`src/rtl/dma_apb_test_sequencer.sv`:
```
// Autonomous APB master that programs, reads back and polls a multi-channel DMAC
// for bring-up runs. One FSM per channel; a round-robin arbiter shares the APB port.

module dma_apb_seq_ch #(
    parameter int          CH_IDX       = 0,
    parameter int          TESTS_PER_CH = 32,
    parameter logic [31:0] XFER_LEN     = 32'h100,
    parameter logic [31:0] SRC_BASE     = 32'h0,
    parameter logic [31:0] DST_STRIDE   = 32'h2000,
    parameter int unsigned CH_SFR_SIZE  = 'h100,
    parameter int          POLL_GAP     = 100,
    parameter int          ADDR_W       = 12
) (
    input  logic              clk,
    input  logic              rst_n,
    input  logic              go,
    input  logic              abort,
    input  logic              done,
    input  logic [31:0]       prdata,
    output logic              req,
    output logic [ADDR_W-1:0] addr,
    output logic              write,
    output logic [31:0]       wdata,
    output logic              mis,
    output logic              stat_ok,
    output logic              fin
);
    localparam int IW = $clog2(TESTS_PER_CH + 1);
    localparam int GW = $clog2(POLL_GAP + 1);
    localparam logic [ADDR_W-1:0] SFR_BASE = ADDR_W'(CH_SFR_SIZE * (CH_IDX + 1));
    localparam logic [31:0]       DST_BASE = DST_STRIDE * 32'(CH_IDX + 1);

    typedef enum logic [3:0] {
        IDLE, WR_SRC, RD_SRC, WR_DST, RD_DST, WR_LEN, RD_LEN, WR_CMD, GAP, RD_STAT, FIN
    } ch_state_e;

    ch_state_e         state_q, state_d;
    logic [IW-1:0]     iter_q;
    logic [GW-1:0]     gap_q;
    logic [31:0]       src_q, dst_q, expv;
    logic [ADDR_W-1:0] off;
    logic              rb, last_iter;

    assign last_iter = (iter_q == IW'(TESTS_PER_CH - 1));
    assign addr      = SFR_BASE + off;
    assign mis       = done & rb & (prdata != expv);
    assign stat_ok   = done & (state_q == RD_STAT) & (prdata == 32'd1);
    assign fin       = (state_q == FIN);

    always_comb begin
        req   = 1'b1;
        write = 1'b0;
        off   = '0;
        wdata = '0;
        expv  = '0;
        rb    = 1'b0;
        case (state_q)
            WR_SRC:  begin write = 1'b1; wdata = src_q; end
            RD_SRC:  begin rb = 1'b1; expv = src_q; end
            WR_DST:  begin write = 1'b1; off = ADDR_W'(8'h04); wdata = dst_q; end
            RD_DST:  begin rb = 1'b1; off = ADDR_W'(8'h04); expv = dst_q; end
            WR_LEN:  begin write = 1'b1; off = ADDR_W'(8'h08); wdata = XFER_LEN; end
            RD_LEN:  begin rb = 1'b1; off = ADDR_W'(8'h08); expv = XFER_LEN; end
            WR_CMD:  begin write = 1'b1; off = ADDR_W'(8'h0C); wdata = 32'd1; end
            RD_STAT: off = ADDR_W'(8'h10);
            default: req = 1'b0;
        endcase
    end

    always_comb begin
        state_d = state_q;
        if (go) begin
            state_d = WR_SRC;
        end else if (abort && state_q != IDLE) begin
            state_d = FIN;
        end else if (state_q == GAP) begin
            if (gap_q == GW'(POLL_GAP - 1)) state_d = RD_STAT;
        end else if (done && req) begin
            case (state_q)
                WR_SRC:  state_d = RD_SRC;
                RD_SRC:  state_d = WR_DST;
                WR_DST:  state_d = RD_DST;
                RD_DST:  state_d = WR_LEN;
                WR_LEN:  state_d = RD_LEN;
                RD_LEN:  state_d = WR_CMD;
                WR_CMD:  state_d = GAP;
                RD_STAT: state_d = (prdata == 32'd1) ? (last_iter ? FIN : WR_SRC) : GAP;
                default: state_d = state_q;
            endcase
        end
    end

    always_ff @(posedge clk or posedge rst_n) begin
        if (rst_n) begin
            state_q <= IDLE;
            iter_q  <= '0;
            gap_q   <= '0;
            src_q   <= '0;
            dst_q   <= '0;
        end else begin
            state_q <= state_d;
            gap_q   <= (state_q == GAP && state_d == GAP) ? gap_q + GW'(1) : '0;
            if (go) begin
                iter_q <= '0;
                src_q  <= SRC_BASE;
                dst_q  <= DST_BASE;
            end else if (stat_ok && !abort) begin
                iter_q <= iter_q + IW'(1);
                src_q  <= src_q + XFER_LEN;
                dst_q  <= dst_q + XFER_LEN;
            end
        end
    end
endmodule

module dma_apb_test_sequencer #(
    parameter int          NUM_CH       = 4,
    parameter int          TESTS_PER_CH = 32,
    parameter logic [31:0] XFER_LEN     = 32'h100,
    parameter logic [31:0] SRC_BASE     = 32'h0,
    parameter logic [31:0] DST_STRIDE   = 32'h2000,
    parameter int unsigned CH_SFR_SIZE  = 'h100,
    parameter int          POLL_GAP     = 100,
    parameter int          ADDR_W       = 12
) (
    input  logic              clk,
    input  logic              rst_n,
    input  logic              start_i,
    output logic              psel_o,
    output logic              penable_o,
    output logic [ADDR_W-1:0] paddr_o,
    output logic              pwrite_o,
    output logic [31:0]       pwdata_o,
    input  logic              pready_i,
    input  logic [31:0]       prdata_i,
    input  logic              pslverr_i,
    output logic              busy_o,
    output logic              done_o,
    output logic              error_o,
    output logic [1:0]        err_code_o,
    output logic [2:0]        err_ch_o,
    output logic [15:0]       xfer_cnt_o
);
    localparam int CW = (NUM_CH > 1) ? $clog2(NUM_CH) : 1;

    typedef enum logic [1:0] {A_IDLE, A_SETUP, A_ACCESS} apb_state_e;

    logic [NUM_CH-1:0]             ch_req, ch_write, ch_mis, ch_stat_ok, ch_fin, ch_done;
    logic [NUM_CH-1:0][ADDR_W-1:0] ch_addr;
    logic [NUM_CH-1:0][31:0]       ch_wdata;

    apb_state_e        apb_q, apb_d;
    logic [CW-1:0]     gnt_q, ptr_q, pick;
    logic              found, go, xfer_done, err_now, cnt_inc, all_fin;
    logic [ADDR_W-1:0] paddr_q;
    logic [31:0]       pwdata_q;
    logic              pwrite_q, busy_q, done_q, error_q;
    logic [1:0]        err_code_q;
    logic [2:0]        err_ch_q;
    logic [15:0]       xfer_cnt_q;

    assign go        = start_i & ~busy_q;
    assign xfer_done = (apb_q == A_ACCESS) & pready_i;
    assign err_now   = xfer_done & (pslverr_i | ch_mis[gnt_q]);
    assign cnt_inc   = ch_stat_ok[gnt_q] & ~err_now;
    assign all_fin   = &ch_fin;

    for (genvar c = 0; c < NUM_CH; c++) begin : g_ch
        assign ch_done[c] = xfer_done & (gnt_q == CW'(c));
        dma_apb_seq_ch #(
            .CH_IDX(c), .TESTS_PER_CH(TESTS_PER_CH), .XFER_LEN(XFER_LEN),
            .SRC_BASE(SRC_BASE), .DST_STRIDE(DST_STRIDE), .CH_SFR_SIZE(CH_SFR_SIZE),
            .POLL_GAP(POLL_GAP), .ADDR_W(ADDR_W)
        ) u_ch (
            .clk(clk), .rst_n(rst_n), .go(go), .abort(err_now), .done(ch_done[c]),
            .prdata(prdata_i), .req(ch_req[c]), .addr(ch_addr[c]), .write(ch_write[c]),
            .wdata(ch_wdata[c]), .mis(ch_mis[c]), .stat_ok(ch_stat_ok[c]), .fin(ch_fin[c])
        );
    end

    // ptr_q is the highest-priority channel; it moves past each winner.
    always_comb begin
        found = 1'b0;
        pick  = ptr_q;
        for (int k = 0; k < NUM_CH; k++) begin
            if (!found && ch_req[(int'(ptr_q) + k) % NUM_CH]) begin
                found = 1'b1;
                pick  = CW'((int'(ptr_q) + k) % NUM_CH);
            end
        end
    end

    always_comb begin
        apb_d = apb_q;
        case (apb_q)
            A_IDLE:   if (busy_q && found) apb_d = A_SETUP;
            A_SETUP:  apb_d = A_ACCESS;
            A_ACCESS: if (pready_i) apb_d = A_IDLE;
            default:  apb_d = A_IDLE;
        endcase
    end

    always_ff @(posedge clk or posedge rst_n) begin
        if (rst_n) begin
            apb_q    <= A_IDLE;
            gnt_q    <= '0;
            ptr_q    <= '0;
            paddr_q  <= '0;
            pwrite_q <= 1'b0;
            pwdata_q <= '0;
        end else begin
            apb_q <= apb_d;
            if (apb_q == A_IDLE && apb_d == A_SETUP) begin
                gnt_q    <= pick;
                ptr_q    <= (int'(pick) == NUM_CH - 1) ? '0 : pick + CW'(1);
                paddr_q  <= ch_addr[pick];
                pwrite_q <= ch_write[pick];
                pwdata_q <= ch_wdata[pick];
            end
        end
    end

    // Only the first error is latched: busy drops with it, so later ones are never seen.
    always_ff @(posedge clk or posedge rst_n) begin
        if (rst_n) begin
            busy_q     <= 1'b0;
            done_q     <= 1'b0;
            error_q    <= 1'b0;
            err_code_q <= '0;
            err_ch_q   <= '0;
            xfer_cnt_q <= '0;
        end else if (go) begin
            busy_q     <= 1'b1;
            done_q     <= 1'b0;
            error_q    <= 1'b0;
            err_code_q <= '0;
            err_ch_q   <= '0;
            xfer_cnt_q <= '0;
        end else if (busy_q) begin
            if (err_now) begin
                busy_q     <= 1'b0;
                done_q     <= 1'b1;
                error_q    <= 1'b1;
                err_code_q <= pslverr_i ? 2'd1 : 2'd2;
                err_ch_q   <= 3'(gnt_q);
            end else begin
                if (cnt_inc) xfer_cnt_q <= xfer_cnt_q + 16'd1;
                if (all_fin) begin
                    busy_q <= 1'b0;
                    done_q <= 1'b1;
                end
            end
        end
    end

    assign psel_o     = (apb_q != A_IDLE);
    assign penable_o  = (apb_q == A_ACCESS);
    assign paddr_o    = paddr_q;
    assign pwrite_o   = pwrite_q;
    assign pwdata_o   = pwdata_q;
    assign busy_o     = busy_q;
    assign done_o     = done_q;
    assign error_o    = error_q;
    assign err_code_o = err_code_q;
    assign err_ch_o   = err_ch_q;
    assign xfer_cnt_o = xfer_cnt_q;
endmodule

```
`config.mk`:
```
export PLATFORM = sky130hd
export DESIGN_NAME = dma_apb_test_sequencer
export DESIGN_NICKNAME = d
export VERILOG_FILES = /design/src/rtl/dma_apb_test_sequencer.sv
export SDC_FILE = /design/constraint.sdc
export NUM_CORES = 1
export LEC_CHECK = 0
export BUFFER_PORTS_ARGS = -buffer_cell sky130_fd_sc_hd__buf_2
export CORE_MARGIN = 4
export CORE_UTILIZATION = 59
export CTS_CLUSTER_SIZE = 16
export DETAILED_ROUTE_END_ITERATION = 10
export PLACE_DENSITY = 0.83
export SYNTH_ARGS = -nofsm -noshare
export SYNTH_HDL_FRONTEND = slang
export SYNTH_SLANG_ARGS = --single-unit
```
`constraint.sdc`:
```
create_clock -name clk -period 20.5 [get_ports clk]
set_clock_uncertainty 0.2 [all_clocks]
set_input_delay 4.1 -clock clk [delete_from_list [all_inputs] [get_ports clk]]
set_output_delay 4.1 -clock clk [all_outputs]
set_load 0.02 [all_outputs]
```
# Word-level counts from Yosys, hierarchy flattened
# Cells that the tools add are included.
[word_totals]
register_bits = 399
wordCells = 363
inputBits = 37
output_inout_bits = 71
[op_classes]
addsub = 25
bitwise_logic = 30
n_reduce_logical = 67
mux = 138
n_lt_le_gt_ge = 6
eq_ne = 65
[op_table]
columns = ["operator", "count"]
rows = [
  ["$mux W32", 17],
  ["$pmux W32 S4", 4],
  ["$pmux W32 S3", 4],
  ["$add A32 B9 Y32 const B", 8],
  ["$ne A32 B32 Y1", 4],
  ["$pmux W4 S8", 4],
  ["$mux W4", 28],
  ["$pmux W5 S4", 4],
  ["$bmux W32 S2", 1],
  ["$eq A4 B3 Y1 const B", 16],
  ["$eq A4 B4 Y1 const B", 16],
  ["$mux W16", 4],
  ["$mux W6", 8],
  ["$mux W1", 37],
  ["$eq A32 B1 Y1 const B", 1],
  ["$eq A4 B2 Y1 const B", 8],
  ["$reduce_or A8 Y1", 4],
  ["$add A7 B1 Y7 const B", 4],
  ["$eq A7 B7 Y1 const B", 4],
  ["$mux W7", 4],
  ["$add A6 B1 Y6 const B", 4],
  ["$and A1 B1 Y1", 24],
  ["$bmux W12 S2", 1],
  ["$eq A6 B5 Y1 const B", 4],
  ["32 further kinds", 118],
]

# Depth between registers and ports, before layout
[depth]
depth_word = 20
mapped_depth = 16
ltp_nobuf = 10

# By module
# From an unflattened synthesis, not the netlist that was laid out.
[unflattened]
hier_cells = 2753
hier_area_um2 = 23443.7
[by_module_without_submodules]
columns = ["module", "cells_per_inst", "instances", "seq_area_each_um2", "area_per_inst_um2"]
rows = [
  ["dma_apb_seq_ch (g_ch[0].u_ch)", 561, 1, 1626.6, 4795.8],
  ["dma_apb_seq_ch (g_ch[2].u_ch)", 575, 1, 1626.6, 4760.8],
  ["dma_apb_seq_ch (g_ch[1].u_ch)", 562, 1, 1626.6, 4703.3],
  ["dma_apb_seq_ch (g_ch[3].u_ch)", 535, 1, 1626.6, 4598.2],
  ["dma_apb_test_sequencer", 520, 1, 1851.8, 4585.6],
]

# Worst setup path after synthesis
# No wires, ideal clock.
[synth_path]
kind = "input to register"
start = "input prdata_i[12]"
end = "register g_ch[3].u_ch.src_q[31]"
slack_ps = 13326
arrival_ps = 6896
path_stages = 9
setup_ps = 78
cell_sequence = "clkbuf_1 nor4_1 nand4_1 nor4_1 nand3_1 a21o_1 or3_1 or4_1 a21oi_1"
[synth_via]
elab_chain_len = 9
[synth_lines]
columns = ["item", "line", "source"]
rows = [
  ["from (decl)", "135", "input logic [31:0] prdata_i,"],
  ["$ne A32 B32 Y1", "46", "assign mis = done & rb & (prdata != expv);"],
  ["$and A1 B1 Y1", "46", ""],
  ["$bmux W1 S2", "164", "assign err_now = xfer_done & (pslverr_i | ch_mis[gnt_q]);"],
  ["$mux W1 (not written as such)", "164", ""],
  ["$or A1 B1 Y1", "164", ""],
  ["$and A1 B1 Y1", "164", ""],
  ["$logic_not A1 Y1", "107", "end else if (stat_ok && !abort) begin"],
  ["$logic_and A1 B1 Y1 *", "107", ""],
  ["$reduce_bool A2 Y1 (no line) *", "n/a", ""],
  ["to (signal assigned)", "109", "src_q <= src_q + XFER_LEN;"],
  ["to (decl)", "40", "logic [31:0] src_q, dst_q, expv;"],
]
# Mark *: on every way between the ends. The rest lies on a longest branch, timed or not. The select of a mux whose other input is x is not followed.
# A chain may end at the register's enable or synchronous reset.

# Worst setup path after layout
[layout_path]
start = "input prdata_i[22]"
end = "register g_ch[0].u_ch.src_q[25]"
[layout_via]
elab_chain_len = 9
[layout_lines]
columns = ["item", "line"]
rows = [
  ["$ne A32 B32 Y1", "46"],
  ["$and A1 B1 Y1", "46"],
  ["$bmux W1 S2", "164"],
  ["$mux W1 (not written as such)", "164"],
  ["$or A1 B1 Y1", "164"],
  ["$and A1 B1 Y1", "164"],
  ["$logic_not A1 Y1", "107"],
  ["$logic_and A1 B1 Y1 *", "107"],
  ["$reduce_bool A2 Y1 (no line) *", "n/a"],
  ["to (signal assigned)", "109"],
  ["to (decl)", "40"],
]
# Marked as above.

==> flow_summary_export.csv <==
group,metric,value,unit
place,io_buf_count,100,
critical_path,reg2regPathDepth,11,
floorplan,placeableCoreArea,37800,µm²
yosys,ys_seq_area_share,35.3,%
yosys,syn_area,22700,µm²
run,max-cap-violations,0,
layout,design_area,24500,µm²
cts,postCtsSetupRepairBufs,0,
sta,fin_crit_sh,39.1,%
yosys,synthDistinctLibCells,93,
yosys,number_of_enable_type_register_cells_in_the_synthesized_netlist,0,
sta,finalSetupViolations,0,
layout,nets,2757,
global_route,antenna_found_initial,7,
critical_path,worst_ep_required_time,20.76,ns
global_route,grt_overflow,0,
cts,cts_tree,"built",
drt,remaining_antenna_violation_count_after_routing,0,
sta,timing.fmax,125,MHz
place,hpwl,54.4,mm
cts,clk_latency,0.57,ns
drt,post-route-drc-count,0,
cts,tritoncts_num_sinks,320,
floorplan,num_rows,71,
sta,max_slew_margin,12.4,%
global_route,largest_net_degree_at_the_start_of_global_routing,230,
critical_path,kind_of_capture_point_of_the_worst_setup_path,"flop",
layout,drive_above_1_share,9.67,%
yosys,synth-seq-cells,320,
drt,violation_count_after_the_first_detailed_route_iteration,3167,
place,post_dp_cell_area,23200,µm²
power_and_ir_drop,p_leak,9.14,nW
yosys,netlist_instances,2766,
yosys,total_of_warnings_raised_by_yosys,0,
global_route,grt_overall_usage,37.0,%
floorplan,die_width,204,µm
drt,detail_route.vias_per_cell,7.18,
global_route,first_pass_grt_wire_length,122,mm
place,place.gp.congestion,1.02,
yosys,syn_area_per_cell,8.19,µm²
floorplan,height_of_the_die,204,µm
global_route,via_count_of_the_first_global_routing_pass,21214,
hold_path,worst_hold_path_cell_count,1,
cts,ctsLongestPathBuffers,3,
power_and_ir_drop,power.density,97.0,nW/µm²
drt,vias,23287,
critical_path,critPathMaxFanout,90,
run_status,run_status,"completed",
floorplan,pin_count,108,
cts,clkSlewWorstSetupHoldPaths,0.06,ns
drt,routedWlPerCell,24.4,µm
sta,rsz0062_at_grt,"false",
cts,post_cts_resize_count,0,
floorplan,initial_core_util,60.0,%
cts,hold_buffers,0,
drt,drt-total-wl,79.2,mm
sta,layout_min_cycle_time,8.02,ns
sta,final_max_slew_viols,0,
cts,clockRootBuffer,"sky130_fd_sc_hd__clkbuf_16",
hold_path,hold_path.class,"reg2reg",
cts,clock_tree.htree_level_count,2,
cts,tritoncts.num_buffers,37,
critical_path,critical_path_class,"in2reg",
yosys,dominant_register_cell_in_the_synthesized_netlist,"sky130_fd_sc_hd__dfrtp_1",
sta,worst-slew-pin-transition,1.28,ns
drt,firstDrtPassIters,7,
layout,synthToLayoutAreaGrowth,8.03,%
power_and_ir_drop,ir_worst_vdd,89.3,µV
sta,final_count_of_hold_timing_violations,0,
floorplan,dieArea,41600,µm²
critical_path,critPathLaunchType,"input pin",
critical_path,arrival,8.28,ns
yosys,async_flop_share,100,%
sta,finalSetupTns,0,ns
==> layout by cell type, fill, tap and decap left out, types with 11 or more instances in the layout <==
cell type / n
sky130_fd_sc_hd__inv_1: 62
sky130_fd_sc_hd__xnor2_1: 68
sky130_fd_sc_hd__nor3_1: 71
sky130_fd_sc_hd__buf_4: 34
sky130_fd_sc_hd__o221ai_1: 24
sky130_fd_sc_hd__or2_2: 24
sky130_fd_sc_hd__mux2i_1: 31
sky130_fd_sc_hd__dfrtp_1: 320
sky130_fd_sc_hd__nand2b_1: 25
sky130_fd_sc_hd__nand3b_1: 81
sky130_fd_sc_hd__a211oi_1: 21
sky130_fd_sc_hd__nor4b_1: 12
sky130_fd_sc_hd__nor4_1: 34
sky130_fd_sc_hd__ha_1: 18
sky130_fd_sc_hd__a21oi_1: 195
sky130_fd_sc_hd__a22o_1: 20
sky130_fd_sc_hd__o31ai_1: 64
sky130_fd_sc_hd__or4_1: 69
sky130_fd_sc_hd__nor2_1: 175
sky130_fd_sc_hd__and2_1: 26
sky130_fd_sc_hd__o21ai_0: 197
sky130_fd_sc_hd__nand2_1: 215
sky130_fd_sc_hd__and3_1: 46
sky130_fd_sc_hd__nand3_1: 119
sky130_fd_sc_hd__clkbuf_16: 39
sky130_fd_sc_hd__xor2_1: 38
sky130_fd_sc_hd__nor3b_1: 13
sky130_fd_sc_hd__o211ai_1: 11
sky130_fd_sc_hd__nor2b_1: 18
sky130_fd_sc_hd__a41oi_1: 16
sky130_fd_sc_hd__or3_1: 103
sky130_fd_sc_hd__nand4b_1: 16
sky130_fd_sc_hd__a22oi_1: 118
sky130_fd_sc_hd__nand4_1: 52
sky130_fd_sc_hd__o22ai_1: 29
sky130_fd_sc_hd__and4_1: 25
sky130_fd_sc_hd__buf_2: 100
==> final cells by class <==
class                   count  area, µm²
multi-input cells        2144      13500
inverters                  64        248
diodes                      2       5.00
fillers                  3187      13300
well taps                 511        639
clock buffers              43       1030
repair buffers            135        776
flip-flops and latches    320       8010
clock inverters            25        284
==> cells in the mapped netlist, drive strengths merged, types with 46 or more instances <==
cell / instances / share of area (%)
a21oi: 195 / 4.3
inv: 63 / 1.0
nor3: 76 / 1.7
nand3b: 81 / 2.7
clkbuf: 184 / 3.0
and3: 46 / 1.3
o21ai: 198 / 4.4
o31ai: 65 / 2.2
xnor2: 68 / 2.6
nand2: 217 / 3.6
buf: 60 / 1.5
or3: 103 / 2.8
nand4: 53 / 1.5
dfrtp: 320 / 35
a22oi: 121 / 4.1
nand3: 120 / 2.7
or4: 69 / 2.3
nor2: 175 / 2.9
==> report_power, final <==
group	internal [mW]	total, mW	switching, mW
combinational	0.235	0.918	0.682
sequential	0.678	0.732	0.0538
clock	0.428	0.723	0.295
total	1.34	2.37	1.03
==> routing by layer <==
| layer | vias to the layer above | share of wire [%] | GRT usage (%) |
|---|---|---|---|
| met3 | 304 | 12 | 9.49 |
| met1 | 11222 | 39 | 49.8 |
| li1 | 10263 | - | - |
| met5 | - | 0.096 | 0 |
| met4 | 12 | 5.6 | 16.7 |
| met2 | 1486 | 44 | 56.6 |
==> critical path, stage by stage <==
cell                        delay, ns
sky130_fd_sc_hd__buf_2           0.21
sky130_fd_sc_hd__and2_1          0.20
sky130_fd_sc_hd__a2111oi_0       0.39
sky130_fd_sc_hd__o211a_1         0.21
sky130_fd_sc_hd__a211oi_1        0.04
sky130_fd_sc_hd__a2111oi_0       0.45
sky130_fd_sc_hd__nand4_1         0.36
sky130_fd_sc_hd__a21boi_2        0.39
sky130_fd_sc_hd__nand4_4         0.87
sky130_fd_sc_hd__or4_1           0.82
sky130_fd_sc_hd__a21oi_1         0.19
==> kinds of logic after synthesis <==
family | after synthesis | synth area share (%)
and+or+nand+nor | 1166 | 28.8
AOI/OAI and AO/OA | 809 | 23.3
DFF | 320 | 35.3
buffers and inverters | 308 | 5.64
xor gates and xnor gates | 106 | 4.10
muxes | 38 | 1.82
adders and majority gates | 18 | 0.994
other | 1 | 0.0166
==> path summary, 6_finish.rpt <==
| kind | from | endpoint | slack (ns) |
|---|---|---|---|
| worst max-delay path | prdata_i[22] | g_ch[0].u_ch.src_q[25] | 12.48 |
| worst min-delay path | g_ch[1].u_ch.gap_q[0] | g_ch[1].u_ch.gap_q[0] | 0.26 |
| worst max register to register | g_ch[3].u_ch.state_q[2] | g_ch[0].u_ch.src_q[25] | 14.74 |
| worst min register to register | g_ch[1].u_ch.gap_q[0] | g_ch[1].u_ch.gap_q[0] | 0.26 |
| max in group asynchronous | rst_n | done_o | 14.36 |
| min in group asynchronous | rst_n | g_ch[0].u_ch.iter_q[3] | 3.44 |
==> stage by stage <==
stage	power, mW	setup slack, ns	cells	hold WS, ns	utilization (%)
detailed placement	1.62	11.99	3174	0.259	61.3
global placement	1.60	12.15	3174	0.238	61.3
CTS	2.34	12.57	3242	0.268	64.8
floorplan	1.35	7.34	2772	0.225	-
global route	2.46	12.21	3244	0.278	64.8
finish	2.37	12.48	3244	0.257	64.8
==> flip-flops by register name, summed over array words and instances (netlist names) <==
name               cells
xfer_cnt_o            16
paddr_o                6
gnt_q                  2
pwrite_o               1
g_ch.u_ch.iter_q      24
err_code_o             2
g_ch.u_ch.src_q       96
done_o                 1
apb_q                  2
g_ch.u_ch.state_q     16
pwdata_o              26
g_ch.u_ch.gap_q       28
error_o                1
g_ch.u_ch.dst_q       96
busy_o                 1
err_ch_o               2
Power figures use the tool's default switching activity.
